File: src/rtl/yuv422_stream_source.sv
// yuv422_stream_source: frame-timing and test-pattern generator producing a
// YUV422 stream (vsync/de/y/c) for the scalers' per_img input.
//
// Ports:
//   clk_in1        pixel clock
//   rst_n          synchronous active-low reset
//   enable         frame-run request (sampled in S_IDLE and at the end of S_VGAP)
//   img_width      active pixels per line (even, 2..2047)
//   img_height     active lines per frame (1..2047)
//   pattern_sel    test-pattern select (0..3)
//   post_img_vsync frame valid
//   post_img_de    pixel valid
//   post_img_y     luma
//   post_img_c     chroma, Cb on even x and Cr on odd x
//   frame_done     one-cycle pulse on the first vertical-gap cycle
module yuv422_stream_source #(
  parameter int unsigned C_VS_FRONT = 8,
  parameter int unsigned C_HBLANK   = 32,
  parameter int unsigned C_VS_BACK  = 8,
  parameter int unsigned C_VGAP     = 16
) (
  input  logic        clk_in1,
  input  logic        rst_n,
  input  logic        enable,
  input  logic [10:0] img_width,
  input  logic [10:0] img_height,
  input  logic [1:0]  pattern_sel,
  output logic        post_img_vsync,
  output logic        post_img_de,
  output logic [7:0]  post_img_y,
  output logic [7:0]  post_img_c,
  output logic        frame_done
);

  localparam int unsigned CNT_W  = 11;
  localparam int unsigned MAX_FB = (C_VS_FRONT > C_VS_BACK) ? C_VS_FRONT : C_VS_BACK;
  localparam int unsigned MAX_HG = (C_HBLANK > C_VGAP) ? C_HBLANK : C_VGAP;
  localparam int unsigned PH_MAX = (MAX_FB > MAX_HG) ? MAX_FB : MAX_HG;
  localparam int unsigned PH_W   = (PH_MAX > 1) ? $clog2(PH_MAX) : 1;

  localparam logic [PH_W-1:0] PH_FRONT_END = PH_W'(C_VS_FRONT - 1);
  localparam logic [PH_W-1:0] PH_HBL_END   = PH_W'(C_HBLANK - 1);
  localparam logic [PH_W-1:0] PH_BACK_END  = PH_W'(C_VS_BACK - 1);
  localparam logic [PH_W-1:0] PH_VGAP_END  = PH_W'(C_VGAP - 1);

  localparam logic [7:0] Y_BLANK = 8'h10;
  localparam logic [7:0] C_BLANK = 8'h80;

  typedef enum logic [2:0] {
    S_IDLE,
    S_VS_FRONT,
    S_LINE,
    S_HBLANK,
    S_VS_BACK,
    S_VGAP
  } state_t;

  state_t           state, state_nxt;
  logic [CNT_W-1:0] x_cnt, x_nxt;
  logic [CNT_W-1:0] y_cnt, y_nxt;
  logic [PH_W-1:0]  ph_cnt, ph_nxt;
  logic [CNT_W-1:0] shadow_width, shadow_height;
  logic [1:0]       shadow_pattern;
  logic             latch_c;
  logic             vsync_c, de_c, frame_done_c;
  logic [15:0]      pix_c;

  // Test-pattern pixel {y, c} for a given position.
  function automatic logic [15:0] pixel(input logic [1:0] p,
                                        input logic [7:0] x,
                                        input logic [7:0] y);
    logic [15:0] r;
    case (p)
      2'd0:    r = {x, C_BLANK};
      2'd1:    r = {y, C_BLANK};
      2'd2:    r = {((x[4] ^ y[4]) ? 8'hEB : 8'h10), C_BLANK};
      default: r = {8'(x + y), (x[0] ? 8'hC0 : 8'h40)};
    endcase
    return r;
  endfunction

  // Next-state and counter logic.
  always_comb begin
    state_nxt = state;
    x_nxt     = x_cnt;
    y_nxt     = y_cnt;
    ph_nxt    = ph_cnt;
    latch_c   = 1'b0;
    case (state)
      S_IDLE: begin
        if (enable) begin
          state_nxt = S_VS_FRONT;
          ph_nxt    = '0;
          latch_c   = 1'b1;
        end
      end
      S_VS_FRONT: begin
        if (ph_cnt == PH_FRONT_END) begin
          state_nxt = S_LINE;
          x_nxt     = '0;
          y_nxt     = '0;
          ph_nxt    = '0;
        end else begin
          ph_nxt = ph_cnt + PH_W'(1);
        end
      end
      S_LINE: begin
        if (x_cnt == shadow_width - CNT_W'(1)) begin
          ph_nxt    = '0;
          state_nxt = (y_cnt == shadow_height - CNT_W'(1)) ? S_VS_BACK : S_HBLANK;
        end else begin
          x_nxt = x_cnt + CNT_W'(1);
        end
      end
      S_HBLANK: begin
        if (ph_cnt == PH_HBL_END) begin
          state_nxt = S_LINE;
          x_nxt     = '0;
          y_nxt     = y_cnt + CNT_W'(1);
          ph_nxt    = '0;
        end else begin
          ph_nxt = ph_cnt + PH_W'(1);
        end
      end
      S_VS_BACK: begin
        if (ph_cnt == PH_BACK_END) begin
          state_nxt = S_VGAP;
          ph_nxt    = '0;
        end else begin
          ph_nxt = ph_cnt + PH_W'(1);
        end
      end
      S_VGAP: begin
        if (ph_cnt == PH_VGAP_END) begin
          ph_nxt = '0;
          if (enable) begin
            state_nxt = S_VS_FRONT;
            latch_c   = 1'b1;
          end else begin
            state_nxt = S_IDLE;
          end
        end else begin
          ph_nxt = ph_cnt + PH_W'(1);
        end
      end
      default: state_nxt = S_IDLE;
    endcase
  end

  // Output values derived from the upcoming state so they register alongside it.
  always_comb begin
    vsync_c      = (state_nxt == S_VS_FRONT) || (state_nxt == S_LINE) ||
                   (state_nxt == S_HBLANK)   || (state_nxt == S_VS_BACK);
    de_c         = (state_nxt == S_LINE);
    frame_done_c = (state == S_VS_BACK) && (state_nxt == S_VGAP);
    pix_c        = {Y_BLANK, C_BLANK};
    if (de_c) begin
      pix_c = pixel(shadow_pattern, x_nxt[7:0], y_nxt[7:0]);
    end
  end

  // State, counters, shadows and registered outputs.
  always_ff @(posedge clk_in1) begin
    if (!rst_n) begin
      state          <= S_IDLE;
      x_cnt          <= '0;
      y_cnt          <= '0;
      ph_cnt         <= '0;
      shadow_width   <= CNT_W'(2);
      shadow_height  <= CNT_W'(1);
      shadow_pattern <= 2'd0;
      post_img_vsync <= 1'b0;
      post_img_de    <= 1'b0;
      post_img_y     <= Y_BLANK;
      post_img_c     <= C_BLANK;
      frame_done     <= 1'b0;
    end else begin
      state          <= state_nxt;
      x_cnt          <= x_nxt;
      y_cnt          <= y_nxt;
      ph_cnt         <= ph_nxt;
      if (latch_c) begin
        shadow_width   <= img_width;
        shadow_height  <= img_height;
        shadow_pattern <= pattern_sel;
      end
      post_img_vsync <= vsync_c;
      post_img_de    <= de_c;
      post_img_y     <= pix_c[15:8];
      post_img_c     <= pix_c[7:0];
      frame_done     <= frame_done_c;
    end
  end

endmodule
File: config.mk
export PLATFORM = sky130hd
export DESIGN_NAME = yuv422_stream_source
export DESIGN_NICKNAME = d
export VERILOG_FILES = /design/src/rtl/yuv422_stream_source.sv
export SDC_FILE = /design/constraint.sdc
export NUM_CORES = 1
export LEC_CHECK = 0
export CAP_MARGIN = 25
export CORE_MARGIN = 4
export CORE_UTILIZATION = 57
export CTS_CLUSTER_DIAMETER = 120
export DETAILED_ROUTE_END_ITERATION = 6
export GPL_TIMING_DRIVEN = 0
export HOLD_SLACK_MARGIN = 0.1
export PLACE_DENSITY = 0.82
export SLEW_MARGIN = 10
export SYNTH_ARGS = -nofsm -noshare
export SYNTH_HDL_FRONTEND = slang
export SYNTH_SLANG_ARGS = --single-unit
File: constraint.sdc
create_clock -name clk_in1 -period 5.6 [get_ports clk_in1]
set_input_delay 1.12 -clock clk_in1 [delete_from_list [all_inputs] [get_ports clk_in1]]
set_output_delay 1.12 -clock clk_in1 [all_outputs]
set_load 0.1 [all_outputs]
==> results.md <==
- Status: completed
- H-tree lvl count: 3
- Max-cap violations: 0
- Setup crit start kind: flop
- Met2 Use GR: 0.438
- Clock sink count: 67
- Antenna violations before repair: 0
- Post-synthesis async set-or-reset flop share: 0
- XOR/XNOR Fraction of Synth Area: 0.0575
- Top post-synthesis cells by area: dfxtp_1, nand2_1, a21oi_1, ha_1, xnor2_1
- CP Max Fanout: 10
- Core Region: between 7000 and 8000 um^2
- Grt total ovfl: 0
- Cell count after synthesis: ~550
- GRT met3 Usage: 0.0518
- Overall routing resource usage: 0.263
- Layout area overhead: 17.5%
- TNS Setup: 0 ps
- Largest family of logic cells by synthesized area: simple AND/OR/NAND/NOR gates
- Finished Cell Area: 5010 um^2
- CTS resizes: 0
- IO Pins: 46
- WHS Endpoint: shadow_height[10]
- Hold Path Origin: shadow_height[10]
- Worst R2R Setup Slack: ~570 ps
- Comb power frac: 0.155
- Drt wl/cell: 16.0 um
- Antenna Cells: 0
- Path depth of the worst reg2reg path: 23
- Final worst slack: between 500 and 600 ps
- PD cells: 221 nW/um^2
- Top_reg_cell synth: dfxtp_1
- Reg2reg start: shadow_width[0]
- Detailed Routing Iterations Pass 1: 5
- Most used cell, CP: a21o_1
- Rows: 31
- Post-CTS setup buffer count: 0
- CTS root buf: clkbuf_8
- Nets: between 600 and 700
- Area share of the largest cell type after synthesis: 0.315
- Final period util: 0.898
- Simple-Gate Fraction of Synth Area: 0.270
- CP max stage cell: a2111oi_4
- CTS buffer count: 9
- Hold Fails Final Rpt: 0
- Min cycle time layout: between 5000 and 6000 ps
- Clock Skews: 10.0 ps
- Register area: 1340 um^2
- Top-count cell post-synth: nand2_1
- Setup-failing EPs final: 0
- Critical Path Max Stage Delay: roughly 460 ps
- Placed inst area: about 4800 um^2
- Drt drc: 0
- Die outline width: roughly 94 um
- HPWL after detailed placement: ~8.4 mm
- ANT nets after route: 0
- Die Ht: around 94 um
- First-pass GRT wire length: around 19 mm
- Leakage dissipation: 1.95 nW
- Die area: roughly 8900 um^2
- Multi-input logic area: 2690 um^2
- Synthesized flop and latch total: 67
- Avg Inst Size Synth: between 7 and 8 um^2
- Hold Path Class: reg2reg
- DRT Wirelength: between 10 and 15 mm
- Pre-CTS setup slack: 651 ps
- Clock share of power: 0.389
- Yosys warnings: 0
- Reg-to-reg endpoint: post_img_y[6]
- Sequential Power Share: 0.456
- Commonest cells in the synthesized netlist: nand2_1, dfxtp_1, a21oi_1, nor2_1, clkbuf_1
- Hold Path Stages: 2
- Post-synth EDFFs: 0
- Max-slew violations: 0
- Sequential-to-total area share from yosys stat: 0.315
- Post-synthesis compound-gate area fraction: 0.225
- Area leader, netlist: dfxtp_1
- Yosys cell types: between 70 and 80
- Placer congestion estimate: approximately 0.9
- Worst-margin pin slew: between 900 and 1000 ps
- Share of layout cells above drive strength 1: 0.0690
- Worst-Skew Late Latency: 350 ps
- RSZ-0062 raised after global routing: no
- Worst-case clock buffer depth: 2
- Internal: approximately 0.8 mW
- Fillers: 616
- CP arrival: roughly 5300 ps
- Buf/Inv on CP: 5
- Worst EP required: 5860 ps
- PortBufs: 39
- Hold-fix buffers, CTS: 0
- Sw frac: 0.276
- Delay-heaviest family, CP: compound AO/OA/AOI/OAI gates
- Post-Synth Adder-Cell Area: 0.0487
- Cell area after synthesis: about 4300 um^2
- Vias per cell: ~6.0
- Fmax: between 150 and 200 MHz
- Iter 0 DRT Violations: 298
- GRT Max-Usage Layer: met2
- Critical path, cell by cell: clkbuf_1 > inv_1 > ha_1 > clkbuf_1 > o21bai_1 > a311oi_1 > mux2i_1 > a2111oi_4 > and2_4 > buf_6 > nor3_1 > a21oi_1 > inv_1 > ha_1 > fa_1 > a21o_1 > a21o_1 > a21o_1 > a21oi_1 > xnor2_1 > nand2_1 > and3_1 > a211oi_1
- Initial Util: 0.588
- Clock slew at reported path FFs: 70 ps
- Met1 usage: 0.322
- Mux contribution to synthesized area: 0.0249
- Worst Path Class, Setup: reg2reg
- Crit end category: flop
- Peak VDD IR: roughly 130 uV
- Largest net degree at the start of global routing: 11
- Max_slew headroom: 0.333
- Psw: ~0.31 mW
- CTS tree: yes
- Vias: between 4000 and 5000
- Number of global-route vias before repair: between 3000 and 4000
## routing by layer
metal,wire length (um),part of all wire
met5,0,0
met2,5460,0.48
met4,398,0.035
met1,4750,0.42
met3,752,0.066
## registers in the layout, indices dropped and copies added, names as in the netlist
name	count
shadow_height	11
shadow_width	11
x_cnt	11
y_cnt	11
post_img_y	8
ph_cnt	5
state	3
post_img_c	2
shadow_pattern	2
frame_done	1
post_img_de	1
post_img_vsync	1
## cell families after synthesis
family	after synthesis
flops	67
simple gates	231
compound gates	139
mux	10
other cells	1
buf+inv	56
fa+ha+maj	16
xor+xnor	28
## power groups by stage
stage	clock network (mW)	logic [mW]	registers (mW)
floorplan	0	0.121	0.514
global placement	0	0.165	0.514
detailed placement	0	0.170	0.515
CTS	0.432	0.171	0.503
global route	0.452	0.189	0.505
finish	0.431	0.172	0.504
## cell usage in the layout (no fill, tap or decap), types with 7 or more instances in the layout
cell / instances
nand2_1: 94
dfxtp_1: 67
a21oi_1: 40
clkdlybuf4s50_1: 39
clkbuf_1: 27
nor2_1: 27
o21ai_0: 22
nor3_1: 20
inv_1: 19
nand3_1: 17
xnor2_1: 15
ha_1: 15
xor2_1: 13
and2_1: 13
clkbuf_8: 12
and3_1: 11
nor4_1: 9
or3_1: 8
mux2i_1: 8
o211ai_1: 8
a21o_1: 7
a211oi_1: 7
## how the worst max path moves through the flow
stage	startpoint	end	slack (ps)	cells after the start
after floorplan	shadow_width[0]	post_img_y[6]	1210	23
after global placement	shadow_width[0]	post_img_y[6]	790	23
after detailed placement	shadow_width[0]	post_img_y[6]	650	23
after CTS	shadow_width[0]	post_img_y[6]	610	23
after global routing	shadow_width[0]	post_img_y[6]	170	23
final	shadow_width[0]	post_img_y[6]	570	23
## worst register-to-register path, cell delays in order (launching register included)
cell       delay [ps]
dfxtp_1           310
clkbuf_1          260
inv_1              90
ha_1              200
clkbuf_1          220
o21bai_1          240
a311oi_1          290
mux2i_1           150
a2111oi_4         460
and2_4            230
buf_6             140
nor3_1             60
a21oi_1           330
inv_1              90
ha_1              220
fa_1              410
a21o_1            170
a21o_1            190
a21o_1            180
a21oi_1           160
xnor2_1           130
nand2_1            60
and3_1            190
a211oi_1          150
## final cells by class
cell class	instances	area share
Buffer	35	0.0340
Clock buffer	15	0.0352
Clock inverter	1	0.00600
Inverter	21	0.0157
Multi-Input combinational cell	430	0.538
Sequential cell	67	0.268
Tap cell	99	0.0247
Timing Repair Buffer	40	0.0789
## stage by stage
stage,instances,power (mW),utilization,hold WS [ps]
floorplan,553,0.635,-,448
global placement,691,0.679,0.661,461
detailed placement,691,0.685,0.661,464
CTS,707,1.11,0.690,475
global route,708,1.15,0.691,489
finish,708,1.11,0.691,472
Note: power is estimated with default switching activity, not from simulation.
